===== src/rtl/ds_sc_fifo.sv =====
// Single-clock DataStream FIFO for any depth (not just powers of two), with an
// occupancy count, almost-full/almost-empty flags and synchronous flush.
module ds_sc_fifo #(
  parameter int DWIDTH = 8,
  parameter int DEPTH  = 8,
  parameter int AFULL  = DEPTH - 1,
  parameter int AEMPTY = 1,
  parameter int UWIDTH = $clog2(DEPTH + 1)
) (
  input  logic              reset,
  input  logic              clk,
  input  logic              flush,
  input  logic [DWIDTH-1:0] i_dat,
  input  logic              i_val,
  output logic              i_rdy,
  output logic [DWIDTH-1:0] o_dat,
  output logic              o_val,
  input  logic              o_rdy,
  output logic [UWIDTH-1:0] used,
  output logic              afull,
  output logic              aempty
);

  localparam int PW = (DEPTH > 1) ? $clog2(DEPTH) : 1;
  localparam logic [PW-1:0]     LAST_PTR  = PW'(DEPTH - 1);
  localparam logic [UWIDTH-1:0] DEPTH_U   = UWIDTH'(DEPTH);
  localparam logic [UWIDTH-1:0] AFULL_U   = UWIDTH'(AFULL);
  localparam logic [UWIDTH-1:0] AEMPTY_U  = UWIDTH'(AEMPTY);
  localparam logic              AFULL_RST = (AFULL == 0);

  logic [DWIDTH-1:0] mem [DEPTH];
  logic [PW-1:0]     wp;
  logic [PW-1:0]     rp;
  logic [UWIDTH-1:0] used_next;
  logic              wr;
  logic              rd;

  assign wr    = i_val & i_rdy;
  assign rd    = o_val & o_rdy;
  assign o_dat = mem[rp];

  // Flags are registered from the next count so they change cleanly at the edge.
  always_comb begin
    used_next = used;
    if (flush)
      used_next = '0;
    else if (wr && !rd)
      used_next = used + 1'b1;
    else if (rd && !wr)
      used_next = used - 1'b1;
  end

  always_ff @(posedge clk or negedge reset) begin
    if (!reset) begin
      wp     <= '0;
      rp     <= '0;
      used   <= '0;
      i_rdy  <= 1'b1;
      o_val  <= 1'b0;
      afull  <= AFULL_RST;
      aempty <= 1'b1;
    end else begin
      if (flush) begin
        wp <= '0;
        rp <= '0;
      end else begin
        if (wr)
          wp <= (wp == LAST_PTR) ? '0 : wp + 1'b1;
        if (rd)
          rp <= (rp == LAST_PTR) ? '0 : rp + 1'b1;
      end
      used   <= used_next;
      i_rdy  <= (used_next != DEPTH_U);
      o_val  <= (used_next != '0);
      afull  <= (used_next >= AFULL_U);
      aempty <= (used_next <= AEMPTY_U);
    end
  end

  // Storage is deliberately left out of reset.
  always_ff @(posedge clk) begin
    if (wr && !flush)
      mem[wp] <= i_dat;
  end

endmodule

===== config.mk =====
export PLATFORM = sky130hd
export DESIGN_NAME = ds_sc_fifo
export DESIGN_NICKNAME = d
export VERILOG_FILES = /design/src/rtl/ds_sc_fifo.sv
export SDC_FILE = /design/constraint.sdc
export NUM_CORES = 1
export LEC_CHECK = 0
export CORE_ASPECT_RATIO = 0.9
export CORE_UTILIZATION = 45
export CTS_CLUSTER_DIAMETER = 120
export CTS_CLUSTER_SIZE = 30
export DETAILED_ROUTE_END_ITERATION = 12
export MAX_ROUTING_LAYER = met4
export PLACE_DENSITY_LB_ADDON = 0.1
export SYNTH_ARGS = -nofsm -noshare
export SYNTH_HDL_FRONTEND = slang
export SYNTH_SLANG_ARGS = --single-unit

===== constraint.sdc =====
create_clock -name clk -period 5.6 [get_ports clk]
set_input_delay 1.12 -clock clk [delete_from_list [all_inputs] [get_ports clk]]
set_output_delay 1.12 -clock clk [all_outputs]
set_load 0.03 [all_outputs]

Word level (Yosys, flattened, before mapping)
Memory sizes are Yosys's and may differ from the RTL's.
Index checks and enable logic that the tools add are counted.
Storage, ports and cells
  flip-flop bits (word level): 14
  bits in writable memories: 64
  input bits: 13
  output and inout bits: 16
  logic and storage cells: 39
  memories: 1
Memories
  mem: depth 8, width 8, rd ports 1, clocked after Yosys merged registers in 0, wr ports 1, line 31  | logic [DWIDTH-1:0] mem [DEPTH];
Cells by class
  $add $sub $neg: 4
  $lt $le $gt $ge: 2
  equality and inequality tests: 3
  multiplexer cells: 11
  bitwise gates (word level): 2
  reduce and logical (&&, ||, !) cells: 9
Operator list (number)
  2-to-1 mux 3 bit: 6
  2-to-1 mux 4 bit: 3
  adder 3 x 1 -> 3 bit, second input constant: 2
  == test 3 bit, second input constant: 2
  adder 4 x 1 -> 4 bit, second input constant: 1
  >= comparator 4 x 3 -> 1 bit, second input constant: 1
  <= comparator 4 x 1 -> 1 bit, second input constant: 1
  != test 4 bit, second input constant: 1
  nonzero test 2 bit: 2
  nonzero test 4 bit: 1
  subtractor 4 x 1 -> 4 bit, second input constant: 1
  logical AND 1 bit: 3
  logical NOT 1 bit: 3
  bitwise AND 1 bit: 2
  2-to-1 mux 1 bit: 2

Logic depth before layout (Yosys ltp)
Gate-level depths: netlist (run 1).
  depth in word-level cells: 7
  mapped depth: 7
  depth with buffers taken out: 7

Least setup slack after synthesis (run 1)
OpenSTA, ideal clock, no wires.
  path kind: input port to flip-flop
  start: input port i_val
  end: memory mem[0][0], enable pin
  setup time: 0.383 ns
  data arrival time: 2.321 ns
  required time: 5.217 ns
  setup slack: 2.895 ns
  stages: 4
  cell sequence: nand2_2 > buf_6 > or3_1 > nor3_1
On the way
  longest elaborated chain between the ends: 4
RTL lines
  start: declaration: line 14  | input logic i_val,
  bitwise AND 1 bit: line 38  | assign wr = i_val & i_rdy;
  logical AND 1 bit: line 82  | if (wr && !flush)
  2-to-1 mux 1 bit: line 82
  2-to-1 mux 1 bit (implied by the code): line 83  | mem[wp] <= i_dat;
  end: declaration: line 31
Every way passes these cells.

Final worst setup path (run 1)
  start: register rp[0]
  end: output port o_dat[0]
On the way
  longest elaborated chain between the ends: 1
RTL lines
  start: declaration: line 33  | logic [PW-1:0] rp;
  start signal: assignment: line 70  | rp <= (rp == LAST_PTR) ? '0 : rp + 1'b1;
  memory (8 x 8 bit)
  end: declaration: line 16  | output logic [DWIDTH-1:0] o_dat,
Every way passes these cells.

==> impl_metrics.py, run 1 <==
metrics = {
    "detailed_routing": {
        "wire_per_inst_um": 19.03,
        "per_cell_via_count_in_the_routed_design": 5.410,
        "drt_iter0_markers": 113,
        "drcViolationCount": 0,
        "detailroute.via_count": 1688,
        "antenna_left": 0,
        "drtPass1Iterations": 4,
        "detail_route.wirelength_um": 5938,
    },
    "grt": {
        "grt.overflow.total": 0,
        "grt_pass1_vias": 1744,
        "grt_usage_pct": 17.83,
        "grt_max_degree": 19,
        "global_route_wire_length_before_repair_um": 9473,
        "antenna_found_initial": 0,
    },
    "job": {
        "maxCapViolCount": 0,
    },
    "floorplan": {
        "floorplan.core_area_sq_um": 7039,
        "die-area_sq_um": 7636,
        "die_h_um": 83,
        "initial_utilization_pct": 46.61,
        "rows": 29,
        "die_w_um": 92,
        "floorplan.io_pins": 29,
    },
    "yosys": {
        "synth_unique_cells": 39,
        "post_synth_main_area_contributors": "edfxtp_1 (59%), mux4_2 (11%), dfrtp_1 (9.2%)",
        "synth_top_cell_by_area": "edfxtp_1",
        "postSynthCellCount": 184,
        "synth_largest_type_area_fraction_pct": 58.58,
        "synthesis.nets": 202,
        "yosysWarningCount": 0,
        "synth_area_per_cell_sq_um": 17.83,
        "post_synthesis_register_bit_count": 78,
        "seq_area_frac_synth_pct": 69.34,
        "netlist_area_sq_um": 3281,
    },
    "setup_path": {
        "critPathCaptureType": "primary output",
        "critPathArrivalTime_ps": 2900,
        "timing.setup.critical_path_class": "register to primary output",
        "critPathMaxFanout": 18,
        "timing.reg2reg.worst_path_depth": 3,
        "worst-r2r-setup-slack_ps": 3260,
        "sort_of_element_at_the_start_of_the_critical_path": "register",
        "worst_ep_required_time_ps": 4480,
        "r2r-start": "i_rdy",
        "critical_path.reg2reg.endpoint": "mem[2][1]",
    },
    "cts": {
        "worstSkewPairLatency_ps": 340,
        "cts_inserted_buffers": 9,
        "sink_count": 78,
        "ctsRootBufferMaster": "clkbuf_8",
        "clk_pin_slew_worst_paths_ps": 70,
        "postCtsSetupRepairBufs": 0,
        "clk_path_buf_depth": 2,
        "cts_hold_buf": 0,
        "cts_tree": "built",
        "htree_levels": 3,
        "postCtsResizedCells": 0,
    },
    "sta": {
        "final-setup-viol-count": 0,
        "worstMarginPinSlew_ps": 1073,
        "timing.final.ws_setup_ps": 1585,
        "grt_setup_unrepaired": "no",
        "fmax_mhz": 249.0,
        "finalSetupTns_ps": 0,
        "final.min_clock_period_ps": 4015,
        "fin_skew_ps": 8.556,
        "timing_max_transition_violations_final": 0,
        "timing_hold_violations_final": 0,
        "timing.slew.headroom_pct": 28.47,
        "timing.final.crit_share_pct": 71.70,
    },
    "status": {
        "run_status": "completed",
    },
    "layout": {
        "synthToLayoutAreaGrowth_pct": 16.17,
        "final_net_count": 233,
        "fin_area_sq_um": 3811,
        "layout_cell_share_with_drive_strength_beyond_1_pct": 23.29,
        "diodes": 0,
    },
    "min_path": {
        "hold_path.startpoint": "i_rdy",
        "hold_path_class": "register to register",
        "whs_path_depth": 2,
        "min_delay_worst_endpoint": "wp[2]",
    },
    "power_and_ir_drop": {
        "power_leakage_uw": 0.001287,
        "power_density_nw_per_um2": 389.6,
        "peakVddDrop_uv": 176.1,
    },
    "place": {
        "pre_cts_slack_ps": 1854,
        "io_buffers": 28,
        "gp_congestion": 0.8366,
        "dpl-instance-area_sq_um": 3621,
        "hpwlAfterDp_um": 3859,
    },
}
-- worst max-delay path: stages, from the launching register on --
cell	delay (ps)
dfrtp_1	1060
mux4_2	610
mux2_2	280
clkdlybuf4s50_1	610
-- cells in the mapped netlist (all sizes together) --
master  instances
a21boi          1
a21oi           4
a31oi           1
and2            1
and3            1
buf             5
clkbuf          3
dfrtp          12
dfstp           2
edfxtp         64
ha              5
inv             5
mux2            9
mux2i           4
mux4           16
nand2           9
nand2b          2
nand3           3
nand4b          1
nor2           16
nor2b           1
nor3            6
nor3b           1
nor4            1
o211ai          1
o311a           1
o41ai           1
or2             1
or3             2
xnor2           4
xor2            1
-- layout by cell type, fill, tap and decap left out, types with 3 or more instances in the layout --
master / netlist / final
ha_1: 5 / 5
clkdlybuf4s50_1: 0 / 28
nor3_1: 5 / 3
mux2_2: 9 / 9
mux4_2: 16 / 16
nor2_1: 16 / 16
dfrtp_1: 12 / 12
xnor2_1: 4 / 4
a21oi_1: 4 / 4
edfxtp_1: 64 / 64
nor3_2: 1 / 3
clkbuf_8: 0 / 10
nand2_1: 8 / 8
nand3_1: 3 / 3
inv_1: 4 / 4
-- kinds of logic after synthesis --
| family | synth area share, % |
|---|---|
| compound gates | 1.831 |
| xor+xnor | 1.335 |
| fa+ha+maj | 1.907 |
| buf+inv | 2.593 |
| flops | 69.34 |
| mux | 15.79 |
| simple gates | 7.209 |
-- final cells by class --
| cell class | instances | area (sq um) |
|---|---|---|
| clock buffers | 11 | 141.4 |
| clock inverters | 4 | 48.80 |
| fillers | 571 | 3228 |
| inverters | 5 | 18.77 |
| multi-input cells | 93 | 930.9 |
| flip-flops and latches | 78 | 2275 |
| well taps | 93 | 116.4 |
| repair buffers | 28 | 280.3 |
-- worst max path at each step --
stage	from	slack (ps)	endpoint
after floorplan	i_val	2900	mem[0][0]
after global placement	rp[0]	1900	o_dat[0]
after detailed placement	rp[0]	1850	o_dat[0]
after CTS	rp[0]	1470	o_dat[0]
after global routing	rp[0]	1350	o_dat[2]
final	rp[0]	1580	o_dat[0]
-- registers in the layout, indices dropped and copies added, names as in the netlist --
signal / count
wp: 3
afull: 1
aempty: 1
used: 4
mem: 64
i_rdy: 1
rp: 3
o_val: 1
-- per-layer routing --
layer	GRT usage [%]	vias to the layer above	share of wire, %
met3	4.579	13	3.7
met5	-	-	0
met1	24.84	860	47
met2	25.10	37	47
met4	7.386	0	2.1
li1	-	778	-
-- through the flow --
stage	utilization [%]	instances	total power (uW)	hold WS [ps]
floorplan	-	184	982.1	547.6
CTS	54.14	312	1495	584.3
global route	54.14	312	1550	607.4
detailed placement	51.44	297	1091	571.8
finish	54.14	312	1485	575.7
global placement	51.44	297	1076	550.2
-- report_power, final --
group          internal, uW  leakage (uW)  switching (uW)
logic                   180      0.000427             183
registers               662      0.000761            51.4
clock network           215     0.0000992             194
total                  1060       0.00129             428
No activity file was read; power rests on OpenSTA's default activity.
==> inputs of run 2 (changes only) <==
==> constraint.sdc (replaced) <==
create_clock -name clk -period 4.2 [get_ports clk]
set_input_delay 0.84 -clock clk [delete_from_list [all_inputs] [get_ports clk]]
set_output_delay 0.84 -clock clk [all_outputs]
set_load 0.03 [all_outputs]
==> run 2 against run 1 <==
Combinational power is 39% higher. Critical path depth is 1 higher. Hold slack worse by 13 ps. Cell count is 2.6% higher. Wire length is 1.3% lower. Cell area is 0.30% higher. Via count is 1.8% higher. Clock skew is 0.63 ps lower. Die area stayed put. Sequential power is 31% higher. Utilization is 0.16 points higher. Setup slack worse by 910 ps. Critical path type unchanged.
==> impl_metrics.py, run 2 (synthesis gave the netlist of run 1 again) <==
metrics = {
    "status": {
        "run_status": "completed",
    },
    "cts": {
        "clk_pin_slew_worst_paths_ps": 70,
        "ctsRootBufferMaster": "clkbuf_8",
        "clk_path_buf_depth": 2,
        "worstSkewPairLatency_ps": 340,
        "postCtsSetupRepairBufs": 0,
        "cts_hold_buf": 0,
        "sink_count": 78,
        "postCtsResizedCells": 0,
        "cts_tree": "built",
        "cts_inserted_buffers": 9,
        "htree_levels": 3,
    },
    "grt": {
        "grt_use_met2_pct": 23.95,
        "antenna_found_initial": 0,
        "grt_most_used_layer": "met1",
        "grt.overflow.total": 0,
        "grt_usage_pct": 17.32,
        "grt_pass1_vias": 1774,
        "grt_max_degree": 19,
        "grtUsageMet3_pct": 3.297,
        "global_route_wire_length_before_repair_um": 9384,
        "gr-usage-met1_pct": 25.06,
    },
    "floorplan": {
        "floorplan.core_area_sq_um": 7039,
        "initial_utilization_pct": 46.61,
        "die_w_um": 92,
        "die-area_sq_um": 7636,
        "rows": 29,
        "die_h_um": 83,
        "floorplan.io_pins": 29,
    },
    "min_path": {
        "hold_path.startpoint": "i_rdy",
        "min_delay_worst_endpoint": "wp[2]",
        "whs_path_depth": 2,
        "hold_path_class": "register to register",
    },
    "sta": {
        "fin_skew_ps": 7.923,
        "timing.slew.headroom_pct": 37.37,
        "final-setup-viol-count": 0,
        "fmax_mhz": 284.0,
        "final.min_clock_period_ps": 3521,
        "finalSetupTns_ps": 0,
        "timing_max_transition_violations_final": 0,
        "grt_setup_unrepaired": "no",
        "timing_hold_violations_final": 0,
        "worstMarginPinSlew_ps": 936.0,
        "hold-worst-slack_ps": 562.5,
        "timing.final.ws_setup_ps": 679.0,
        "timing.final.crit_share_pct": 83.83,
    },
    "detailed_routing": {
        "drcViolationCount": 0,
        "antenna_left": 0,
        "wire_per_inst_um": 18.31,
        "drt_iter0_markers": 108,
        "drtPass1Iterations": 5,
        "per_cell_via_count_in_the_routed_design": 5.369,
        "detail_route.wirelength_um": 5859,
        "detailroute.via_count": 1718,
    },
    "setup_path": {
        "r2r-start": "i_rdy",
        "timing.setup.critical_path_class": "register to primary output",
        "critPathArrivalTime_ps": 2680,
        "critical_path.reg2reg.endpoint": "mem[4][6]",
        "critPathMaxFanout": 12,
        "critPathCaptureType": "primary output",
        "worst-r2r-setup-slack_ps": 1900,
        "sort_of_element_at_the_start_of_the_critical_path": "register",
        "worst_ep_required_time_ps": 3360,
        "timing.reg2reg.worst_path_depth": 3,
    },
    "power_and_ir_drop": {
        "power_leakage_uw": 0.001291,
        "power_density_nw_per_um2": 498.1,
        "peakVddDrop_uv": 249.1,
    },
    "place": {
        "hpwlAfterDp_um": 3881,
        "dpl-instance-area_sq_um": 3664,
        "io_buffers": 28,
        "gp_congestion": 0.8471,
        "pre_cts_slack_ps": 997.1,
    },
    "layout": {
        "commonest_non_fill_non_tap_cell_in_the_layout": "edfxtp_1",
        "layout.core_utilization_pct": 54.30,
        "largest_register_ffs": 64,
        "final_net_count": 240,
        "fin_area_sq_um": 3822,
        "largest_register": "mem",
        "layout_common_cells": "edfxtp_1 (64), clkdlybuf4s50_1 (28), nor2_1 (16), mux4_2 (16), dfrtp_1 (12)",
        "layout_top_registers": "mem x64, used x4",
        "synthToLayoutAreaGrowth_pct": 16.51,
        "layout_cell_share_with_drive_strength_beyond_1_pct": 23.79,
        "final.fill_count": 580,
        "diodes": 0,
    },
    "job": {
        "maxCapViolCount": 0,
    },
}
run 2: cell types whose count changed in the layout (fill, tap and decap cells not counted):
cell | before | now
nor3_2 | 3 | 1
nor3_1 | 3 | 5
clkbuf_1 | 1 | 3
clkbuf_8 | 10 | 9
clkinv_1 | 0 | 1
buf_4 | 0 | 7
bufinv_16 | 1 | 0
clkinv_2 | 2 | 1
clkinvlp_4 | 0 | 2
clkinv_4 | 1 | 0
run 2: cell type report:
class	instances	area [sq um]	share of cell area [%]
Timing Repair Buffer	35	332.8	8.707
Clock inverter	4	23.77	0.6219
Tap cell	93	116.4	3.044
Sequential cell	78	2275	59.51
Clock buffer	12	135.1	3.535
Inverter	5	18.77	0.4910
Multi-Input combinational cell	93	920.9	24.09
run 2: critical path, stage by stage (launching register included):
cell and delay, ps:
dfrtp_1 590, buf_4 340, mux4_2 530, mux2_2 280
clkdlybuf4s50_1 600
run 2: where the power goes:
group	internal (uW)	switching, uW	leakage, uW
Combinational	244	261	0.000456
Clock	212	253	0.0000740
Sequential	883	50.8	0.000761
Total	1340	565	0.00129
run 2: per-stage QoR:
stage,power [uW],cells
floorplan,1310,184
global placement,1447,304
detailed placement,1457,304
CTS,1924,320
global route,1995,320
finish,1904,320
run 2: worst max-delay path by stage:
stage	from	endpoint	slack, ps	cells after the start
after global placement	rp[0]	o_dat[0]	1020	4
final	rp[0]	o_dat[0]	680	4
after CTS	rp[0]	o_dat[0]	610	4
after global routing	rp[0]	o_dat[0]	530	4
after floorplan	i_val	mem[0][0]	1780	4
after detailed placement	rp[0]	o_dat[0]	1000	4
run 2: layer usage:
metal	part of all wire, %	vias up
met5	0	-
met4	1.2	0
met2	47	29
li1	-	784
met1	50	899
met3	1.9	6
